**config.mk**
```make
export PLATFORM = sky130hd
export DESIGN_NAME = regfile_scoreboard
export DESIGN_NICKNAME = d
export VERILOG_FILES = /design/src/rtl/regfile_scoreboard.sv
export SDC_FILE = /design/constraint.sdc
export NUM_CORES = 1
export LEC_CHECK = 0
export BUFFER_PORTS_ARGS = -buffer_cell sky130_fd_sc_hd__buf_2
export CORE_MARGIN = 2
export CORE_UTILIZATION = 30
export CTS_CLUSTER_SIZE = 8
export DETAILED_ROUTE_END_ITERATION = 12
export MAX_ROUTING_LAYER = met4
export PLACE_DENSITY = 0.46
export SLEW_MARGIN = 10
export SYNTH_ARGS = -nofsm -noshare
export SYNTH_HDL_FRONTEND = slang
export SYNTH_SLANG_ARGS = --single-unit
```
**constraint.sdc**
```tcl
create_clock -name clk -period 17.5 [get_ports clk]
set_clock_uncertainty 0.15 [all_clocks]
set_input_delay 1.75 -clock clk [delete_from_list [all_inputs] [get_ports clk]]
set_output_delay 1.75 -clock clk [all_outputs]
set_load 0.01 [all_outputs]
```
**src/rtl/regfile_scoreboard.sv**
```systemverilog
// regfile_scoreboard: 2-read/1-write register file with r0 hardwired to zero, per-register
// pending (scoreboard) bits with a reserve/release handshake, and a one-register-per-cycle clear engine.
// Latency: reads are combinational; writes and reservations land at the next edge; clear takes N-1 cycles plus one DONE cycle.
// Backpressure: rsv_ok=0 (register pending, or clear engine active) leaves all state unchanged and the requester retries.
// Optional: define REGFILE_BYPASS_EN for same-cycle write-to-read bypass (busy masked on a bypass hit).
module regfile_scoreboard #(
  parameter int W = 16,
  parameter int N = 32,
  localparam int AW = $clog2(N)
) (
  input  logic          clk,
  input  logic          rst,
  input  logic [AW-1:0] raddr1,
  input  logic [AW-1:0] raddr2,
  output logic [W-1:0]  rdata1,
  output logic [W-1:0]  rdata2,
  output logic          busy1,
  output logic          busy2,
  input  logic          we,
  input  logic [AW-1:0] waddr,
  input  logic [W-1:0]  wdata,
  input  logic          rsv_valid,
  input  logic [AW-1:0] rsv_addr,
  output logic          rsv_ok,
  input  logic          clr_req,
  output logic          clr_busy,
  output logic          clr_done
);

  typedef enum logic [1:0] {S_IDLE, S_CLEAR, S_DONE} state_t;

  localparam logic [AW-1:0] CNT_FIRST = AW'(1);
  localparam logic [AW-1:0] CNT_LAST  = AW'(N - 1);

  state_t        r_state;
  logic [AW-1:0] r_cnt;
  logic          r_clr_busy;
  logic          r_clr_done;
  logic [W-1:0]  r_mem [N];
  logic [N-1:0]  r_pend;

  logic w_idle;
  logic w_wr;
  logic w_hit1;
  logic w_hit2;
  logic w_rsv_ok;
  logic w_rsv_set;

  // Writes and reservations are only honoured while the clear engine is idle and out of reset.
  assign w_idle = (r_state == S_IDLE) & ~rst;
  assign w_wr   = w_idle & we & (waddr != '0);

`ifdef REGFILE_BYPASS_EN
  // w_wr already excludes r0, so a hit implies a non-zero read address.
  assign w_hit1 = w_wr & (waddr == raddr1);
  assign w_hit2 = w_wr & (waddr == raddr2);
`else
  assign w_hit1 = 1'b0;
  assign w_hit2 = 1'b0;
`endif

  assign rdata1 = rst ? '0 : w_hit1 ? wdata : (raddr1 == '0) ? '0 : r_mem[raddr1];
  assign rdata2 = rst ? '0 : w_hit2 ? wdata : (raddr2 == '0) ? '0 : r_mem[raddr2];
  assign busy1  = ~rst & r_pend[raddr1] & ~w_hit1;
  assign busy2  = ~rst & r_pend[raddr2] & ~w_hit2;

  // A write landing on the same edge releases the register, so it may be re-reserved at once.
  assign w_rsv_ok  = w_idle & rsv_valid &
                     ((rsv_addr == '0) | ~r_pend[rsv_addr] | (we & (waddr == rsv_addr)));
  assign w_rsv_set = w_rsv_ok & (rsv_addr != '0);
  assign rsv_ok    = w_rsv_ok;

  assign clr_busy = r_clr_busy;
  assign clr_done = r_clr_done;

  // Storage and scoreboard: clear engine owns the file in CLEAR; otherwise write releases, reserve sets (reserve wins).
  always_ff @(posedge clk or posedge rst) begin
    if (rst) begin
      for (int i = 0; i < N; i++) r_mem[i] <= '0;
      r_pend <= '0;
    end else if (r_state == S_CLEAR) begin
      r_mem[r_cnt]  <= '0;
      r_pend[r_cnt] <= 1'b0;
    end else begin
      if (w_wr) begin
        r_mem[waddr]  <= wdata;
        r_pend[waddr] <= 1'b0;
      end
      if (w_rsv_set) r_pend[rsv_addr] <= 1'b1;
    end
  end

  // Clear FSM with registered busy/done: walks r1..r(N-1), then one DONE cycle.
  always_ff @(posedge clk or posedge rst) begin
    if (rst) begin
      r_state    <= S_IDLE;
      r_cnt      <= CNT_FIRST;
      r_clr_busy <= 1'b0;
      r_clr_done <= 1'b0;
    end else begin
      case (r_state)
        S_IDLE: begin
          r_clr_done <= 1'b0;
          if (clr_req) begin
            r_state    <= S_CLEAR;
            r_cnt      <= CNT_FIRST;
            r_clr_busy <= 1'b1;
          end
        end
        S_CLEAR: begin
          if (r_cnt == CNT_LAST) begin
            r_state    <= S_DONE;
            r_clr_done <= 1'b1;
          end else begin
            r_cnt <= r_cnt + 1'b1;
          end
        end
        S_DONE: begin
          r_state    <= S_IDLE;
          r_cnt      <= CNT_FIRST;
          r_clr_busy <= 1'b0;
          r_clr_done <= 1'b0;
        end
        default: begin
          r_state    <= S_IDLE;
          r_cnt      <= CNT_FIRST;
          r_clr_busy <= 1'b0;
          r_clr_done <= 1'b0;
        end
      endcase
    end
  end

endmodule

```
==> results of run 1 <==
==> path summary, 6_finish.rpt <==
path | startpoint | to | slack (ns) | cells after the start
max in group asynchronous | rst | r_mem[507] | 12.75 | 5
hold / removal | clr_done | clr_done | 0.35 | 2
min in group asynchronous | rst | r_pend[28] | 1.19 | 2
setup / recovery | raddr2[0] | rdata2[4] | 9.86 | 8
hold reg to reg | clr_done | clr_done | 0.35 | 2
setup reg to reg | r_state[1] | r_mem[150] | 14.07 | 6
==> registers in the layout, summed over array words and instances (netlist names) <==
name,count
clr_busy,1
clr_done,1
r_cnt,5
r_mem,512
r_pend,32
r_state,2
==> worst reg2reg max path, delay by kind of cell, from the launching register on <==
kind | cells | cell delay, ns
simple gates | 2 | 1.31
buf+inv | 2 | 0.83
compound gates | 2 | 0.47
flops | 1 | 0.55
==> per-layer routing <==
metal  global-route usage  wire, um
met1                0.309     48000
met2                0.339     52300
met3               0.0634     10800
met4               0.0833      4210
met5                    -         0
==> cells by family (layout without fill, tap and decap cells) <==
group / count (synthesis) / in the layout / share of synthesized area
AOI/OAI and AO/OA: 614 / 614 / 0.175
DFF: 553 / 553 / 0.460
muxes: 359 / 359 / 0.261
buffers and inverters: 305 / 321 / 0.0496
and+or+nand+nor: 206 / 206 / 0.0514
adders and majority gates: 5 / 5 / 0.00208
xor gates and xnor gates: 5 / 5 / 0.00145
other: 0 / 5 / 0
==> final cells by class <==
type	count	area share
clock inverters	4	0.00115
flip-flops and latches	553	0.410
diodes	5	0.000371
multi-input cells	1189	0.440
inverters	73	0.00823
repair buffers	151	0.0290
clock buffers	93	0.0623
well taps	1298	0.0481
==> power by group through the flow <==
stage / clock [mW] / combinational [mW] / sequential (mW)
3_3_place_gp: 0 / 0.660 / 1.49
3_5_place_dp: 0 / 0.667 / 1.50
6_report: 1.41 / 0.669 / 1.49
4_1_cts: 1.43 / 0.668 / 1.48
2_1_floorplan: 0 / 0.482 / 1.46
5_1_grt: 1.49 / 0.706 / 1.50
==> placed cells by master, fill, tap and decap left out, types with 6 or more instances in the layout <==
master and count:
o22ai_1 33, dfrtp_1 552, o21ai_1 29, a31oi_4 10, mux4_2 340, nor3_1 7, or3b_2 6, buf_2 71
nand2_1 72, and2_1 18, a22o_1 496, nand3b_1 9, mux2i_1 19, nor2_1 30, nor2b_1 6, clkbuf_1 10
o221ai_1 8, clkbuf_16 82, buf_4 76, nor4_4 29, a21oi_4 7, inv_1 70, a21oi_2 14
==> impl_metrics.yaml, run 1 <==
status:
  status: "completed"
sta:
  maxSlewHeadroom: 0.156
  fmax_ghz: 0.131
  finalCriticalPeriod_ns: 7.64
  layout_setup_ws_ns: 9.86
  hold_ws_ns: 0.355
  setup_viol: 0
  rsz0062_at_grt: "false"
  fin_crit_sh: 0.437
  tightestPinTransition_ns: 1.26
  final-hold-violation-count: 0
  finalSetupTns_ns: 0
  slew_viol_final: 0
floorplan:
  die_h_um: 321
  die_w_um: 321
  coreArea_um2: 99900
  rows: 116
  start_util: 0.302
  ios: 78
  die_area_um2: 103000
finish:
  final_area_um2: 33700
  final_util: 0.338
  fin_cells: 3366
  multiInputGateArea_um2: 14900
  post_route_cells_drive_above_1_share: 0.318
  fillers: 9568
  finalNetCount: 2093
  seq_area_um2: 13800
  syn_to_final_growth_pct: 12.0
setup_path:
  crit_type: "in -> out"
  crit_path_top_delay_cell: "buf_4"
  arrival_ns: 5.74
  path_max_fanout: 63
  cp-start-kind: "primary input"
  path_buf_inv: 5
  worst_ep_required_time_ns: 15.60
  crit_path_max_incr_delay_ns: 0.80
  path_cells: "buf_8, buf_4, buf_4, mux4_2, mux4_2, inv_1, o22ai_1, buf_2"
  cp-end-kind: "output port"
  crit_family: "buffers and inverters"
place:
  post-place-cells: 3264
  place_ws_ns: 9.79
  gp_congestion: 0.885
  dp_hpwl_um: 65700
  numPortBuffers: 77
  place_area_um2: 31600
synth:
  post_synth.cell_area_avg_um2: 14.7
  synth_edf_count: 0
  yosysWarnings: 0
  syn-instance-count: 2047
  yosys-top-cells-count: "dfrtp_1 (552), a22o_1 (496), mux4_2 (340)"
  synth.most_common_cell: "dfrtp_1"
  syn_area_um2: 30100
  synthesis.nets: 2093
  ys.flop_type: "dfrtp_1"
  ys_seq_elements: 553
  post_synth_num_cell_types: 50
  yosysTopAreaCell: "dfrtp_1"
  synthDominantCellAreaShare: 0.459
  synth.area.top_cells: "dfrtp_1 (46%), mux4_2 (25%), a22o_1 (14%)"
  synthArstFlopShare: 1.00
  ys_seq_area_frac: 0.460
job:
  maxCapViolCount: 0
cts:
  cts_root_buffer: "clkbuf_16"
  hold_buffers: 0
  insertion_delay_ns: 0.62
  htree_levels: 3
  cts_buffer_depth: 3
  cts_made_buffers: 79
  cts_resized: 0
  cts_sinks: 553
  post_cts_buffers: 0
  cts_tree: "built"
  path_clk_slew_ns: 0.05
power_and_ir_drop:
  power_frac_comb: 0.188
  swShare: 0.309
  p_per_area_nw_per_um2: 106
  pwr-share-seq: 0.417
  clkPwrFrac: 0.395
  peakVddDrop_mv: 0.0669
  p_leak_nw: 14.1
  switching_power_mw: 1.10
  finalPower_mw: 3.56
  p_int_mw: 2.46
routing:
  drcViolationCount: 0
  post_drt_wl_per_cell_um: 34.2
  wl_um: 115000
  ant_nets: 0
  num_vias: 21200
  drt-initial-drc-count: 2471
  vias_per_cell: 6.31
  first_pass_iters: 5
grt:
  grt_pass1_wl_um: 167000
  grt_antenna_before_repair: 3
  track_usage: 0.232
  overflow: 0
  grt_pass1_vias: 22100
  grt_max_degree: 85
min_path:
  hp-class: "reg -> reg"
No activity file was read; power rests on OpenSTA's default activity.
==> run 2: changes to the inputs <==
--- a/config.mk
+++ b/config.mk
@@ -11,7 +11,7 @@
 export CTS_CLUSTER_SIZE = 8
 export DETAILED_ROUTE_END_ITERATION = 12
 export MAX_ROUTING_LAYER = met4
-export PLACE_DENSITY = 0.46
+export PLACE_DENSITY = 0.44
 export SLEW_MARGIN = 10
 export SYNTH_ARGS = -nofsm -noshare
 export SYNTH_HDL_FRONTEND = slang
==> constraint.sdc (replaced) <==
create_clock -name clk -period 7.7 [get_ports clk]
set_clock_uncertainty 0.15 [all_clocks]
set_input_delay 0.77 -clock clk [delete_from_list [all_inputs] [get_ports clk]]
set_output_delay 0.77 -clock clk [all_outputs]
set_load 0.01 [all_outputs]
==> impl_metrics.yaml, run 2 (synthesized netlist as in run 1, its figures left out) <==
sta:
  finalCriticalPeriod_ns: 4.78
  fin_crit_sh: 0.621
  rsz0062_at_grt: "false"
  final-hold-violation-count: 0
  tightestPinTransition_ns: 1.18
  setup_viol: 0
  slew_viol_final: 0
  fmax_ghz: 0.209
  maxSlewHeadroom: 0.211
routing:
  routed.top_layer: "met4"
  wl_met2_um: 55600
  vias_per_cell: 6.29
  post_drt_wl_per_cell_um: 34.5
  ant_nets: 0
  drcViolationCount: 0
  wl_met1_um: 46800
  wl_um: 116000
  first_pass_iters: 7
  wl_met3_um: 8900
  num_vias: 21200
  drt-initial-drc-count: 2090
setup_path:
  arrival_ns: 3.86
  crit_path_max_incr_delay_ns: 0.66
  path_max_fanout: 71
  worst_ep_required_time_ns: 6.78
  crit_path_frequent_cell: "mux4_2"
  crit_type: "in -> out"
  crit_family: "buffers and inverters"
  cp-start-kind: "primary input"
  path_cells: "buf_8, buf_4, mux4_2, mux4_2, inv_1, o22ai_1, buf_2"
  cp-end-kind: "output port"
  path_buf_inv: 4
  crit_path_top_delay_cell: "buf_8"
cts:
  cts_sinks: 553
  cts_buffer_depth: 3
  hold_buffers: 0
  post_cts_buffers: 0
  htree_levels: 3
  path_clk_slew_ns: 0.05
  cts_tree: "built"
  cts_resized: 0
  cts_root_buffer: "clkbuf_16"
  insertion_delay_ns: 0.63
  cts_made_buffers: 80
job:
  maxCapViolCount: 0
finish:
  reg_top3: "r_mem (512), r_pend (32), r_cnt (5)"
  final_common_cell: "dfrtp_1"
  final_cell_mix: "dfrtp_1 (552), a22o_1 (496), mux4_2 (340), clkbuf_16 (80)"
  syn_to_final_growth_pct: 12.3
  final_area_um2: 33800
  top_register: "r_mem"
  finalNetCount: 2092
  final_util: 0.339
  post_route_cells_drive_above_1_share: 0.319
  largest_register_ffs: 512
place:
  dp_hpwl_um: 65900
  numPortBuffers: 77
  gp_congestion: 0.852
  place_area_um2: 31600
grt:
  grt_pass1_wl_um: 168000
  grt_antenna_before_repair: 5
  overflow: 0
  grt_max_degree: 177
  track_usage: 0.232
  grt_pass1_vias: 22100
floorplan:
  die_w_um: 321
  die_h_um: 321
  ios: 78
  rows: 116
  start_util: 0.302
  die_area_um2: 103000
  coreArea_um2: 99900
power_and_ir_drop:
  peakVddDrop_mv: 0.124
  finalPower_mw: 8.18
  p_leak_nw: 14.1
  p_per_area_nw_per_um2: 242
status:
  status: "completed"
min_path:
  hp-class: "in -> reg"
==> run 2: stage by stage <==
step                hold slack, ns  worst slack (ns)  TNS (ns)  cells
global placement             0.332              2.89         0   3262
floorplan                    0.317             -3.60   -534.64   2047
CTS                          0.235              2.86         0   3365
global route                 0.302              2.71         0   3368
detailed placement           0.341              2.86         0   3262
finish                       0.271              2.92         0   3369
==> run 2: report_power, final <==
group,total (mW),switching [mW],internal (mW),leakage (nW)
clock,3.25,1.35,1.90,1.07
sequential,3.37,0.225,3.14,7.69
combinational,1.55,0.983,0.571,5.35
==> run 2: final timing paths <==
kind | from | endpoint | slack (ns) | depth (start not counted)
max reg2reg | r_state[1] | r_mem[371] | 3.93 | 7
max in group asynchronous | rst | r_mem[318] | 4.84 | 5
min in group asynchronous | rst | r_pend[29] | 0.37 | 3
min reg2reg | clr_busy | clr_busy | 0.35 | 2
max | raddr2[0] | rdata2[5] | 2.92 | 7
min | clr_req | clr_busy | 0.27 | 3
==> run 2: layout make-up <==
cell class                 instances  area (um^2)
fill                            9555        66000
clock inverter                     9          119
sequential                       553        13800
antenna                            4         10.0
clock buffer                      94         2060
timing repair buffer             149         1010
inverter                          73          278
tap                             1298         1620
multi-input combinational       1189        14900
==> run 2: per-layer routing <==
metal / up-vias / GRT usage
met2: 1097 / 0.365
met1: 11600 / 0.299
met3: 264 / 0.0426
met4: 0 / 0.0937
li1: 8280 / -
met5: - / -
==> run 2: worst register-to-register path, cell delays in order (launching register included) <==
cell and delay (ns):
dfrtp_1 0.36, buf_4 0.20, or4b_4 0.93, nor4_4 1.05, buf_4 0.38, a21oi_2 0.05
buf_4 0.29, a22o_1 0.24
